### src/rtl/hdmi_pixel_unpacker.sv
// Pops packed RGB565 pixel pairs from the frame-buffer prefetch FIFO, expands them to RGB888
// and aligns them with the HDMI timing. Pixels are withheld until the first vsync after reset.
module hdmi_pixel_unpacker #(
  parameter int c_WORD_WIDTH   = 32,
  parameter int c_UF_CNT_WIDTH = 16
) (
  input  logic                      rd_clk,
  input  logic                      rd_rst,
  input  logic [c_WORD_WIDTH-1:0]   fifo_data,
  input  logic                      fifo_vld,
  output logic                      fifo_rd_en,
  input  logic                      vs_in,
  input  logic                      hs_in,
  input  logic                      de_in,
  output logic                      vs_out,
  output logic                      hs_out,
  output logic                      de_out,
  output logic [23:0]               rgb_out,
  output logic                      frame_start,
  output logic                      underflow,
  output logic [c_UF_CNT_WIDTH-1:0] underflow_cnt
);

  // state | meaning
  // IDLE  | waiting for the first vsync rise; no pops, black pixels, timing still delayed
  // RUN   | unpacking words on active video; left only by reset
  localparam logic [0:0] S_IDLE = 1'b0;
  localparam logic [0:0] S_RUN  = 1'b1;

  localparam int c_HALF = c_WORD_WIDTH / 2;

  logic [0:0]                state_q, state_d;
  logic                      vs_q, vs_d;
  logic                      hs_q, hs_d;
  logic                      de_q, de_d;
  logic [23:0]               rgb_q, rgb_d;
  logic                      frame_start_q, frame_start_d;
  logic                      underflow_q, underflow_d;
  logic [c_UF_CNT_WIDTH-1:0] uf_cnt_q, uf_cnt_d;
  logic                      ph_q, ph_d;
  logic                      hi_ok_q, hi_ok_d;
  logic [c_HALF-1:0]         hi_reg_q, hi_reg_d;
  logic                      vs_rise;
  logic                      uf_evt;

  function automatic logic [23:0] rgb565_to_888(input logic [15:0] p);
    return {p[15:11], p[15:13], p[10:5], p[10:9], p[4:0], p[4:2]};
  endfunction

  assign vs_rise    = vs_in & ~vs_q;
  assign fifo_rd_en = (state_q == S_RUN) & de_in & ~ph_q;

  always_comb begin
    state_d       = state_q;
    vs_d          = vs_in;
    hs_d          = hs_in;
    de_d          = de_in;
    rgb_d         = 24'h000000;
    frame_start_d = vs_rise;
    ph_d          = 1'b0;
    hi_ok_d       = hi_ok_q;
    hi_reg_d      = hi_reg_q;
    uf_evt        = 1'b0;

    if (state_q == S_IDLE) begin
      hi_ok_d = 1'b0;
      if (vs_rise) state_d = S_RUN;
    end else if (de_in) begin
      ph_d = ~ph_q;
      if (!ph_q) begin
        if (fifo_vld) begin
          rgb_d    = rgb565_to_888(fifo_data[c_HALF-1:0]);
          hi_reg_d = fifo_data[c_WORD_WIDTH-1:c_HALF];
          hi_ok_d  = 1'b1;
        end else begin
          hi_ok_d = 1'b0;
          uf_evt  = 1'b1;
        end
      end else if (hi_ok_q) begin
        rgb_d = rgb565_to_888(hi_reg_q);
      end
    end

    // a miss in the vsync cycle must survive the per-frame clear
    if (uf_evt)       underflow_d = 1'b1;
    else if (vs_rise) underflow_d = 1'b0;
    else              underflow_d = underflow_q;

    if (uf_evt && (uf_cnt_q != {c_UF_CNT_WIDTH{1'b1}}))
      uf_cnt_d = uf_cnt_q + {{(c_UF_CNT_WIDTH-1){1'b0}}, 1'b1};
    else
      uf_cnt_d = uf_cnt_q;
  end

  always_ff @(posedge rd_clk or posedge rd_rst) begin
    if (rd_rst) begin
      state_q       <= S_IDLE;
      vs_q          <= 1'b0;
      hs_q          <= 1'b0;
      de_q          <= 1'b0;
      rgb_q         <= 24'h000000;
      frame_start_q <= 1'b0;
      underflow_q   <= 1'b0;
      uf_cnt_q      <= '0;
      ph_q          <= 1'b0;
      hi_ok_q       <= 1'b0;
      hi_reg_q      <= '0;
    end else begin
      state_q       <= state_d;
      vs_q          <= vs_d;
      hs_q          <= hs_d;
      de_q          <= de_d;
      rgb_q         <= rgb_d;
      frame_start_q <= frame_start_d;
      underflow_q   <= underflow_d;
      uf_cnt_q      <= uf_cnt_d;
      ph_q          <= ph_d;
      hi_ok_q       <= hi_ok_d;
      hi_reg_q      <= hi_reg_d;
    end
  end

  assign vs_out        = vs_q;
  assign hs_out        = hs_q;
  assign de_out        = de_q;
  assign rgb_out       = de_q ? rgb_q : 24'h000000;
  assign frame_start   = frame_start_q;
  assign underflow     = underflow_q;
  assign underflow_cnt = uf_cnt_q;

endmodule
### config.mk
export PLATFORM = sky130hd
export DESIGN_NAME = hdmi_pixel_unpacker
export DESIGN_NICKNAME = d
export VERILOG_FILES = /design/src/rtl/hdmi_pixel_unpacker.sv
export SDC_FILE = /design/constraint.sdc
export NUM_CORES = 1
export LEC_CHECK = 0
export ABC_AREA = 1
export CORE_ASPECT_RATIO = 0.9
export CORE_MARGIN = 2
export CORE_UTILIZATION = 51
export CTS_CLUSTER_DIAMETER = 120
export DETAILED_ROUTE_END_ITERATION = 12
export PLACE_DENSITY = 0.95
export SLEW_MARGIN = 10
export SYNTH_ARGS = -nofsm -noshare
export SYNTH_HDL_FRONTEND = slang
export SYNTH_SLANG_ARGS = --single-unit
### constraint.sdc
create_clock -name rd_clk -period 3.85 [get_ports rd_clk]
set_clock_uncertainty 0.1 [all_clocks]
set_input_delay 0.385 -clock rd_clk [delete_from_list [all_inputs] [get_ports rd_clk]]
set_output_delay 0.385 -clock rd_clk [all_outputs]
set_load 0.1 [all_outputs]
==> implementation parameters, run 1 <==
Parameter                              Value

Run status
  Result of the run ... completed

Job
  Maximum capacitance violations ... 0

Clock network
  Hold-fix buffers, CTS ... 0
  TritonCTS buffer count ... 5
  Clock H-tree levels ... 2
  Buffers inserted during post-CTS setup optimization ... 0
  Clock tree from TritonCTS ... yes
  Clock insertion delay at the later pin of the skew report ... roughly 0.31 ns
  Number of buffers on the longest clock path ... 2
  Root Buffer ... sky130_fd_sc_hd__clkbuf_8
  Clock transition at the register clock pins on the worst setup and hold paths after CTS ... around 0.10 ns
  Number of sinks handled by clock tree synthesis ... 56
  Post_cts resized ... 0

Global routing
  Via count of the first global-routing pass ... 2132
  Maximum number of pins on one net before global-route repair ... 37
  Global-route wire length before repair ... 9.722 mm
  GRT Residual Overflow ... 0
  Tot GR Track Use ... 21.41%
  Antenna violations before repair ... 0

Routing
  Remaining design rule violation count ... 0
  Via count ... between 2000 and 2500
  Detailed Route Iter0 Violations ... between 150 and 200
  Via-to-Cell Ratio ... 5.027
  Final ANT Viol Nets ... 0
  Drt wl/cell ... about 14 um
  Number of optimization iterations in the first detailed-route pass ... 4
  Wire length reported by the detailed router ... 6.040 mm

Final layout
  Most frequent standard cell in the layout excluding fill and tap cells ... sky130_fd_sc_hd__nand2_1
  Most frequent cells in the layout ... 88 x sky130_fd_sc_hd__nand2_1, 82 x sky130_fd_sc_hd__clkdlybuf4s50_1, 56 x sky130_fd_sc_hd__dfrtp_1
  Number of nets at the end of the flow ... 416
  Area grow syn2layout ... 32.49%
  # fillers ... 401
  Fraction of final layout cells with drive strength greater than 1 ... 11.11%
  Number of inserted diodes ... 0
  Total area of sequential cells ... 1401 sq um
  Total area of multi-input combinational cells ... 1105 sq um
  Filler-free cell count of the finished design ... 445

STA
  Tmin final ... 2.903 ns
  Worst slew slack as a fraction of its limit ... 34.39%
  Number of setup violations in the final report ... 0
  Count of final max-slew check failures ... 0
  Slew at the pin closest to its max-slew limit ... between 0.9 and 1 ns
  Max frequency ... approximately 0.34 GHz
  Minimum setup slack in the final design ... 0.9470 ns
  Final hold viol count ... 0
  Final total negative setup slack ... 0 ns
  Period utilisation layout ... 75.40%
  Unrepaired setup endpoints after global routing ... false

Logic synthesis
  Multiplexer area fraction after synthesis ... 7.738%
  Share of synthesized cell area in and, or, nand and nor gates ... between 20% and 30%
  Top cells by area in the synthesized netlist ... sky130_fd_sc_hd__dfrtp_1 51%, sky130_fd_sc_hd__nand2_1 12%, sky130_fd_sc_hd__mux2_4 4.9%
  Synthesized area per cell ... roughly 9 sq um
  Flip-flop and latch count after synthesis ... 56
  Post-Syn Area ... between 2000 and 3000 sq um
  Xor and xnor fraction of the mapped netlist area ... 1.900%
  Mapped Cells ... 301
  Synth cell types ... 28
  Part of the Yosys area used for sequential elements ... 50.68%
  Synthesized-area fraction occupied by adder cells ... 0.4525%
  Area leader, netlist ... sky130_fd_sc_hd__dfrtp_1
  Largest family of logic cells by synthesized area ... simple AND/OR/NAND/NOR gates
  Compound-cell area share of the yosys netlist ... 5.792%
  Post-synthesis net count ... 340
  Synth Warn # ... 0
  Synth top area share ... between 50 and 60%

Place
  Pre-CTS setup slack ... roughly 1.3 ns
  Total half-perimeter wirelength after legalization and detailed placement ... ~4.4 mm
  Buffers on Ports ... 83
  Weighted congestion reported at the end of routability-driven placement ... 0.8554
  Number of placed instances, taps included ... about 440

Pwr
  Leakage power total ... 1.830 nW
  Power density over the cells ... 450.4 nW/um^2
  Peak supply drop ... ~0.34 mV

Worst setup path
  CP arrival ... 2.42 ns
  Class of the most critical setup path ... flip-flop to output pin
  Crit end category ... output pin
  R2r endpoint ... underflow_cnt[5]$_DFFE_PP0P_
  Worst-path maximum fanout ... 17
  Launch instance of the worst register-to-register path ... underflow_cnt[0]$_DFFE_PP0P_
  Max stage delay on crit path ... about 1.1 ns
  Required time at the worst-slack endpoint ... approximately 3.4 ns
  Critical-path cell with the highest stage delay ... sky130_fd_sc_hd__clkdlybuf4s50_1
  CP Buf/Inv Count ... 2
  Crit path launch type ... flip-flop
  Path depth of the worst reg2reg path ... 9
  Critical path, cell by cell ... nand2_1, inv_1, clkdlybuf4s50_1
  Family of cells with the greatest summed delay on the critical path ... buffers and inverters
  Slack of the worst reg-to-reg path ... 2.11 ns

Hold path
  Hold Crit Depth ... 1
  Hold path endpoint ... frame_start$_DFF_PP0_
  Worst Hold Class ... flip-flop to flip-flop
  Worst Min Path Start ... vs_out$_DFF_PP0_

Die
  Initial core utilization ... 52.62%
  Width of the die ... 81.62 um
  Number of top-level design ports ... 84
  Core area ... 5255 sq um
  Die footprint ... 6028 sq um
  Height of the chip ... 73.86 um
  Site Rows ... 25
logic make-up after synthesis:
logic type	after synthesis
compound gates	24
xor+xnor	6
fa+ha+maj	1
buf+inv	53
flops	56
mux	16
simple gates	145
cell usage after synthesis:
cell	instances
sky130_fd_sc_hd__nor2_4	1
sky130_fd_sc_hd__nand2_2	2
sky130_fd_sc_hd__nand3_2	1
sky130_fd_sc_hd__buf_1	1
sky130_fd_sc_hd__inv_2	1
sky130_fd_sc_hd__xnor2_1	2
sky130_fd_sc_hd__inv_1	35
sky130_fd_sc_hd__a22oi_1	16
sky130_fd_sc_hd__nor2_1	34
sky130_fd_sc_hd__buf_2	1
sky130_fd_sc_hd__nand2_4	4
sky130_fd_sc_hd__nand3b_1	1
sky130_fd_sc_hd__nor2_8	3
sky130_fd_sc_hd__nand3_1	6
sky130_fd_sc_hd__nand2_1	88
sky130_fd_sc_hd__nor2_2	1
sky130_fd_sc_hd__ha_1	1
sky130_fd_sc_hd__dfrtp_1	56
sky130_fd_sc_hd__inv_4	1
sky130_fd_sc_hd__buf_4	9
sky130_fd_sc_hd__nand4_1	3
sky130_fd_sc_hd__mux2_4	9
sky130_fd_sc_hd__o21ai_0	8
sky130_fd_sc_hd__xor2_1	4
sky130_fd_sc_hd__buf_6	3
sky130_fd_sc_hd__mux2_2	7
sky130_fd_sc_hd__or2_2	1
sky130_fd_sc_hd__clkbuf_1	2
flip-flops by register name, indices dropped and copies added, names as in the netlist:
signal and flops:
hi_reg_q 16, rgb_q 16, underflow_cnt 16, de_out 1, frame_start 1, hi_ok_q 1
hs_out 1, ph_q 1, state_q 1, underflow 1, vs_out 1
worst max path at each step:
stage                     start          end  cells past startpoint
6_report       de_out$_DFF_PP0_  rgb_out[15]                      3
3_3_place_gp   de_out$_DFF_PP0_  rgb_out[19]                      3
3_5_place_dp   de_out$_DFF_PP0_  rgb_out[15]                      3
5_1_grt        de_out$_DFF_PP0_   rgb_out[9]                      3
2_1_floorplan  de_out$_DFF_PP0_  rgb_out[14]                      5
4_1_cts        de_out$_DFF_PP0_  rgb_out[15]                      3
metrics by stage:
stage               hold slack (ns)  instance area (sq um)  util (%)  total power, mW
detailed placement           0.3475                   3575     68.02            1.337
global route                 0.3683                   3664     69.71            1.719
CTS                          0.3610                   3664     69.71            1.659
finish                       0.3488                   3664     69.71            1.650
global placement             0.3360                   3575     68.02            1.318
floorplan                    0.3164                   2765         -            1.179
power by group:
group | switching (mW) | internal [mW] | total [mW]
clock network | 0.195 | 0.130 | 0.325
logic | 0.409 | 0.180 | 0.590
registers | 0.0714 | 0.664 | 0.735
metal layers:
metal  routed length [um]  global-route usage (%)  up-vias
met2                 3095                   36.52       70
met5                    0                       0        -
met1                 2480                   26.47     1070
met4                  154                   9.630        0
li1                     -                       -     1086
met3                  309                   3.931       11
cell type report:
type,instances,share of cell area [%]
clock buffers,6,1.981
clock inverters,2,0.4440
inverters,37,3.859
multi-input cells,192,30.16
flip-flops and latches,56,38.25
well taps,67,2.288
repair buffers,85,23.02
Power figures use the tool's default switching activity.
==> inputs of run 2 (changes only) <==
--- a/config.mk
+++ b/config.mk
@@ -8,10 +8,10 @@
 export ABC_AREA = 1
 export CORE_ASPECT_RATIO = 0.9
 export CORE_MARGIN = 2
-export CORE_UTILIZATION = 51
+export CORE_UTILIZATION = 42
 export CTS_CLUSTER_DIAMETER = 120
 export DETAILED_ROUTE_END_ITERATION = 12
-export PLACE_DENSITY = 0.95
+export PLACE_DENSITY = 0.85
 export SLEW_MARGIN = 10
 export SYNTH_ARGS = -nofsm -noshare
 export SYNTH_HDL_FRONTEND = slang
==> constraint.sdc (replaced) <==
create_clock -name rd_clk -period 2.6 [get_ports rd_clk]
set_clock_uncertainty 0.1 [all_clocks]
set_input_delay 0.26 -clock rd_clk [delete_from_list [all_inputs] [get_ports rd_clk]]
set_output_delay 0.26 -clock rd_clk [all_outputs]
set_load 0.1 [all_outputs]
==> run 2 against run 1 <==
  * Combinational power is 45% higher
  * Hold slack worse by 0.22 ns
  * Via count is 1.2% lower
  * Register-to-register slack worse by 1.2 ns
  * Die area is 20% higher
  * Cell count is 5.4% higher
  * Largest power group unchanged
  * Highest routed layer unchanged
==> implementation parameters, run 2 (synthesized netlist as in run 1, its figures left out) <==
Parameter                              Value

Global routing
  Via count of the first global-routing pass ... 2115 (was 2132)
  GRT Residual Overflow ... 0 (unchanged)
  Antenna violations before repair ... 0 (unchanged)
  Tot GR Track Use ... 17.49% (was 21.41%)
  Maximum number of pins on one net before global-route repair ... 22 (was 37)
  Global-route wire length before repair ... 9.867 mm (was 9.722 mm)

STA
  Unrepaired setup endpoints after global routing ... false (unchanged)
  Period utilisation layout ... 66.63%
  Final total negative setup slack ... 0 ns (unchanged)
  Number of setup violations in the final report ... 0 (unchanged)
  Tmin final ... 1.732 ns
  Count of final max-slew check failures ... 0 (unchanged)
  Max frequency ... 0.5772 GHz
  Final hold viol count ... 0 (unchanged)
  Slew at the pin closest to its max-slew limit ... 0.5194 ns (was 0.9810 ns)
  Worst slew slack as a fraction of its limit ... 65.33% (was 34.39%)

Routing
  Via-to-Cell Ratio ... 4.712 (was 5.027)
  Final ANT Viol Nets ... 0 (unchanged)
  Wire length reported by the detailed router ... 6.094 mm (was 6.040 mm)
  Number of optimization iterations in the first detailed-route pass ... 4 (unchanged)
  Drt wl/cell ... 12.99 um (was 13.57 um)
  Via count ... 2210 (was 2237)
  Remaining design rule violation count ... 0 (unchanged)
  Detailed Route Iter0 Violations ... 152 (was 169)

Final layout
  Most frequent standard cell in the layout excluding fill and tap cells ... sky130_fd_sc_hd__nand2_1 (unchanged)
  Most frequent cells in the layout ... 88 x sky130_fd_sc_hd__nand2_1, 55 x sky130_fd_sc_hd__dfrtp_1, 48 x sky130_fd_sc_hd__buf_4 (was 88 x sky130_fd_sc_hd__nand2_1, 82 x sky130_fd_sc_hd__clkdlybuf4s50_1, 56 x sky130_fd_sc_hd__dfrtp_1)
  Total area of sequential cells ... 1403 sq um (was 1401 sq um)
  # fillers ... 544 (was 401)
  Total area of multi-input combinational cells ... 1105 sq um (unchanged)
  Number of nets at the end of the flow ... 417 (was 416)
  Number of inserted diodes ... 0 (unchanged)
  Fraction of final layout cells with drive strength greater than 1 ... 25.07% (was 11.11%)
  Post-Route Utilization ... 55.89% (was 69.71%)
  Area grow syn2layout ... 31.00% (was 32.49%)

Clock network
  Buffers inserted during post-CTS setup optimization ... 0 (unchanged)
  Clock transition at the register clock pins on the worst setup and hold paths after CTS ... 0.10 ns (about the same)
  Clock insertion delay at the later pin of the skew report ... 0.30 ns (was 0.31 ns)
  Number of buffers on the longest clock path ... 2 (unchanged)
  Hold-fix buffers, CTS ... 0 (unchanged)
  Root Buffer ... sky130_fd_sc_hd__clkbuf_8 (unchanged)
  Clock tree from TritonCTS ... yes (unchanged)
  Number of sinks handled by clock tree synthesis ... 56 (unchanged)
  Post_cts resized ... 0 (unchanged)
  Clock H-tree levels ... 2 (unchanged)
  TritonCTS buffer count ... 5 (unchanged)

Place
  Buffers on Ports ... 83 (unchanged)
  Total half-perimeter wirelength after legalization and detailed placement ... 4.621 mm (was 4.426 mm)
  Weighted congestion reported at the end of routability-driven placement ... 0.8057 (was 0.8554)

Die
  Number of top-level design ports ... 84 (unchanged)
  Width of the die ... 89.53 um (was 81.62 um)
  Height of the chip ... 80.98 um (was 73.86 um)
  Initial core utilization ... 42.66% (was 52.62%)
  Site Rows ... 28 (was 25)
  Die footprint ... 7250 sq um (was 6028 sq um)
  Core area ... 6481 sq um (was 5255 sq um)

Pwr
  Internal power consumption ... 1.429 mW (was 0.9745 mW)
  Switching power ... 0.9945 mW (was 0.6757 mW)
  Net Sw Frac ... 41.03% (was 40.95%)
  Share of power burned in the clock network ... 19.6% (was 19.7%)
  Peak supply drop ... 0.6158 mV (was 0.3380 mV)
  Power density over the cells ... 669.2 nW/um^2 (was 450.4 nW/um^2)
  Sequential group share of total power ... 44.9% (was 44.6%)
  Logic gate share of total power ... 35.4% (was 35.7%)
  Leakage power total ... 1.874 nW (was 1.830 nW)

Worst setup path
  CP arrival ... 1.37 ns (was 2.42 ns)
  Required time at the worst-slack endpoint ... 2.24 ns (was 3.37 ns)
  Path depth of the worst reg2reg path ... 9 (unchanged)
  Class of the most critical setup path ... flip-flop to output pin (unchanged)
  Worst-path maximum fanout ... 17 (unchanged)
  Crit path launch type ... flip-flop (unchanged)
  Crit end category ... output pin (unchanged)

Hold path
  Worst Hold Class ... input port to async pin (was flip-flop to flip-flop)

Run status
  Result of the run ... completed (unchanged)

Job
  Maximum capacitance violations ... 0 (unchanged)
run 2: changes by cell type in the layout (fill, tap and decap cells not counted), moves of 4 or more:
cell | previous run | this run
sky130_fd_sc_hd__clkinvlp_4 | 1 | 5
sky130_fd_sc_hd__clkdlybuf4s50_1 | 82 | 37
sky130_fd_sc_hd__inv_1 | 34 | 29
sky130_fd_sc_hd__buf_4 | 3 | 48
run 2: worst max-delay path: stages (launching register included):
cell and delay [ns]:
sky130_fd_sc_hd__dfrtp_2 0.55, sky130_fd_sc_hd__nand2_1 0.15, sky130_fd_sc_hd__clkinvlp_4 0.09, sky130_fd_sc_hd__buf_4 0.28
run 2: area by class of cell:
class                           count  area share [%]
Clock inverter                      3          0.6218
Clock buffer                        5           1.900
Inverter                           37           4.421
Timing Repair Buffer               86           20.73
Tap cell                           90           3.109
Multi-Input combinational cell    192           30.50
Sequential cell                    56           38.72
run 2: routing by layer:
layer | vias to the layer above | share of wire [%] | GRT usage (%)
met5 | - | 0 | 0
li1 | 1089 | - | -
met4 | 0 | 0.69 | 3.731
met3 | 2 | 5.0 | 3.150
met2 | 59 | 51 | 31.04
met1 | 1060 | 43 | 22.30
run 2: worst paths after layout:
kind | start | end | slack, ns
min in group rd_clk | hs_in | hs_out$_DFF_PP0_ | 0.29
max | de_out$_DFF_PP0_ | rgb_out[14] | 0.87
min | rd_rst | hi_reg_q[3]$_DFFE_PP0P_ | 0.13
min reg2reg | vs_out$_DFF_PP0_ | frame_start$_DFF_PP0_ | 0.37
max in group asynchronous | rd_rst | underflow_cnt[8]$_DFFE_PP0P_ | 1.67
max reg2reg | underflow_cnt[0]$_DFFE_PP0P_ | underflow_cnt[11]$_DFFE_PP0P_ | 0.88
run 2: per-stage QoR:
step / instances / setup WS (ns) / cell area, sq um / hold slack, ns / total power [mW]
floorplan: 301 / 0.1858 / 2785 / 0.1914 / 1.748
global placement: 461 / 0.6662 / 3531 / 0.3598 / 1.946
detailed placement: 461 / 0.6146 / 3531 / 0.3603 / 1.967
CTS: 469 / 0.8516 / 3622 / 0.1422 / 2.439
global route: 469 / 0.7697 / 3622 / 0.1506 / 2.548
finish: 469 / 0.8676 / 3622 / 0.1302 / 2.424
run 2: power by group through the flow:
stage	registers, mW	clock network [mW]	logic [mW]
global route	1.11	0.531	0.909
global placement	1.10	0	0.846
detailed placement	1.10	0	0.862
finish	1.09	0.476	0.858
floorplan	1.40	0	0.351
CTS	1.09	0.487	0.864
==> inputs of run 3 (changes only) <==
--- a/config.mk
+++ b/config.mk
@@ -8,10 +8,10 @@
 export ABC_AREA = 1
 export CORE_ASPECT_RATIO = 0.9
 export CORE_MARGIN = 2
-export CORE_UTILIZATION = 42
+export CORE_UTILIZATION = 47
 export CTS_CLUSTER_DIAMETER = 120
 export DETAILED_ROUTE_END_ITERATION = 12
-export PLACE_DENSITY = 0.85
+export PLACE_DENSITY = 0.89
 export SLEW_MARGIN = 10
 export SYNTH_ARGS = -nofsm -noshare
 export SYNTH_HDL_FRONTEND = slang
==> constraint.sdc (replaced) <==
create_clock -name rd_clk -period 1.75 [get_ports rd_clk]
set_clock_uncertainty 0.1 [all_clocks]
set_input_delay 0.175 -clock rd_clk [delete_from_list [all_inputs] [get_ports rd_clk]]
set_output_delay 0.175 -clock rd_clk [all_outputs]
set_load 0.1 [all_outputs]
==> run 3 against run 2 <==
  * Global-route usage is 4.8 points higher
  * Core utilization grew 20 points
  * Cell count shrank 3.8%
  * Flip-flop and latch count unchanged
==> implementation parameters, run 3 (synthesized netlist as in run 1, its figures left out) <==
Parameter                              Value

Worst setup path
  Family of cells with the greatest summed delay on the critical path ... flip-flops (unchanged)
  Crit path launch type ... flip-flop (unchanged)
  Critical-path cell with the highest stage delay ... sky130_fd_sc_hd__dfrtp_4 (was sky130_fd_sc_hd__dfrtp_2)
  Worst-path maximum fanout ... 17 (unchanged)
  CP arrival ... 1.42 ns (was 1.37 ns)
  Critical path, cell by cell ... nand2_1, clkinvlp_4, buf_12 (was nand2_1, clkinvlp_4, buf_4)
  Class of the most critical setup path ... flip-flop to output pin (unchanged)
  Crit end category ... output pin (unchanged)
  Required time at the worst-slack endpoint ... 1.47 ns (was 2.24 ns)
  Max stage delay on crit path ... 0.62 ns (was 0.55 ns)
  CP Buf/Inv Count ... 2 (unchanged)

STA
  Number of setup violations in the final report ... 0 (unchanged)
  Max frequency ... 0.5884 GHz
  Unrepaired setup endpoints after global routing ... false (unchanged)
  Worst Hold Margin ... 0.1164 ns (was 0.1302 ns)
  Count of final max-slew check failures ... 0 (unchanged)
  Final total negative setup slack ... 0 ns (unchanged)
  Minimum setup slack in the final design ... 0.05046 ns (was 0.8676 ns)
  Final hold viol count ... 0 (unchanged)
  Period utilisation layout ... a little over nine tenths
  Slew at the pin closest to its max-slew limit ... 0.4773 ns (was 0.5194 ns)
  Worst slew slack as a fraction of its limit ... 68.15% (was 65.33%)
  Tmin final ... between 1.5 and 2 ns

Die
  Site Rows ... 26 (was 28)
  Width of the die ... 84.85 um (was 89.53 um)
  Die footprint ... 6514 sq um (was 7250 sq um)
  Core area ... 5693 sq um (was 6481 sq um)
  Number of top-level design ports ... 84 (unchanged)
  Initial core utilization ... 48.57% (was 42.66%)
  Height of the chip ... 76.77 um (was 80.98 um)

Routing
  Number of optimization iterations in the first detailed-route pass ... 4 (unchanged)
  Remaining design rule violation count ... 0 (unchanged)
  Final ANT Viol Nets ... 0 (unchanged)
  Detailed Route Iter0 Violations ... 101 (was 152)
  Drt wl/cell ... 15.20 um (was 12.99 um)
  Via count ... 2286 (was 2210)
  Via-to-Cell Ratio ... 5.069 (was 4.712)
  Wire length reported by the detailed router ... 6.856 mm (was 6.094 mm)

Clock network
  Buffers inserted during post-CTS setup optimization ... 0 (unchanged)
  Hold-fix buffers, CTS ... 0 (unchanged)
  TritonCTS buffer count ... 5 (unchanged)
  Clock insertion delay at the later pin of the skew report ... 0.31 ns (was 0.30 ns)
  Number of buffers on the longest clock path ... 2 (unchanged)
  Post_cts resized ... 1 (was 0)
  Clock H-tree levels ... 2 (unchanged)
  Clock transition at the register clock pins on the worst setup and hold paths after CTS ... 0.10 ns (about the same)
  Number of sinks handled by clock tree synthesis ... 56 (unchanged)
  Clock tree from TritonCTS ... yes (unchanged)
  Root Buffer ... sky130_fd_sc_hd__clkbuf_8 (unchanged)

Global routing
  Global-route wire length before repair ... 11.54 mm (was 9.867 mm)
  Maximum number of pins on one net before global-route repair ... 57 (was 22)
  Tot GR Track Use ... 22.30% (was 17.49%)
  Via count of the first global-routing pass ... 2352 (was 2115)
  GRT Residual Overflow ... 0 (unchanged)
  Antenna violations before repair ... 0 (unchanged)

Place
  Weighted congestion reported at the end of routability-driven placement ... 0.8981 (was 0.8057)
  Total half-perimeter wirelength after legalization and detailed placement ... 5.356 mm (was 4.621 mm)
  Number of placed instances, taps included ... 443 (was 461)
  Pre-CTS setup slack ... 0.005651 ns (was 0.6146 ns)
  Buffers on Ports ... 83 (unchanged)

Job
  Maximum capacitance violations ... 0 (unchanged)

Pwr
  Peak supply drop ... 1.141 mV (was 0.6158 mV)
  Leakage power total ... 1.941 nW (was 1.874 nW)
  Power density over the cells ... 915.1 nW/um^2 (was 669.2 nW/um^2)

Final layout
  # fillers ... 347 (was 544)
  Fraction of final layout cells with drive strength greater than 1 ... 33.86% (was 25.07%)
  Number of inserted diodes ... 0 (unchanged)
  Most frequent standard cell in the layout excluding fill and tap cells ... sky130_fd_sc_hd__nand2_1 (unchanged)
  Number of nets at the end of the flow ... 419 (was 417)
  Area grow syn2layout ... 56.20% (was 31.00%)
  Filler-free cell count of the finished design ... 451 (was 469)
  Most frequent cells in the layout ... 83 x sky130_fd_sc_hd__nand2_1, 48 x sky130_fd_sc_hd__buf_12, 39 x sky130_fd_sc_hd__dfrtp_1 (was 88 x sky130_fd_sc_hd__nand2_1, 55 x sky130_fd_sc_hd__dfrtp_1, 48 x sky130_fd_sc_hd__buf_4)

Run status
  Result of the run ... completed (unchanged)

Hold path
  Worst Hold Class ... input port to async pin (unchanged)
-- run 3: changes by cell type in the layout (fill, tap and decap cells not counted), moves of 5 or more --
cell                         delta
sky130_fd_sc_hd__clkinvlp_4    +12
sky130_fd_sc_hd__dfrtp_2       +15
sky130_fd_sc_hd__nand2_1        -5
sky130_fd_sc_hd__buf_12        +47
sky130_fd_sc_hd__dfrtp_1       -16
sky130_fd_sc_hd__nand2_4        +5
sky130_fd_sc_hd__buf_4         -45
sky130_fd_sc_hd__inv_1         -11
-- run 3: final timing paths --
check,start,endpoint,slack (ns),cells past startpoint
worst max-delay path,de_out$_DFF_PP0_,rgb_out[7],0.05,3
worst min-delay path,rd_rst,hs_out$_DFF_PP0_,0.12,3
worst max register to register,underflow_cnt[1]$_DFFE_PP0P_,underflow_cnt[7]$_DFFE_PP0P_,0.17,9
worst min register to register,vs_out$_DFF_PP0_,frame_start$_DFF_PP0_,0.42,1
max in group asynchronous,rd_rst,underflow_cnt[3]$_DFFE_PP0P_,1.17,3
min in group rd_clk,hs_in,hs_out$_DFF_PP0_,0.20,1
-- run 3: cell type report --
cell class | instances | area (sq um) | share of cell area [%]
sequential | 56 | 1425 | 33.00
timing repair buffer | 88 | 1354 | 31.34
multi-input combinational | 192 | 1162 | 26.91
inverter | 37 | 201.4 | 4.664
tap | 70 | 87.58 | 2.028
clock buffer | 6 | 72.57 | 1.680
clock inverter | 2 | 16.27 | 0.3766
-- run 3: metal layers --
layer / global-route usage [%] / part of all wire, % / vias up
li1: - / - / 1083
met1: 26.99 / 40 / 1097
met2: 40.55 / 54 / 95
met3: 3.445 / 4.8 / 11
met4: 6.984 / 1.7 / 0
met5: 0 / 0 / -
-- run 3: where the power goes --
part           internal (mW)  switching [mW]  leakage [nW]
Sequential              1.47           0.229         0.684
Combinational          0.617           0.927          1.21
Clock                  0.286           0.419        0.0414
-- run 3: tightest hold or removal path, cell delays in order --
cell and delay, ns:
sky130_fd_sc_hd__clkdlybuf4s50_1 0.41, sky130_fd_sc_hd__inv_2 0.07, sky130_fd_sc_hd__buf_12 0.27
-- run 3: through the flow --
stage | utilization (%) | power, mW | instance area, sq um
6_report | 75.87 | 3.952 | 4319
5_1_grt | 75.87 | 4.122 | 4319
4_1_cts | 75.87 | 3.977 | 4319
3_5_place_dp | 74.26 | 3.273 | 4228
3_3_place_gp | 74.26 | 3.220 | 4228
2_1_floorplan | - | 2.676 | 3009
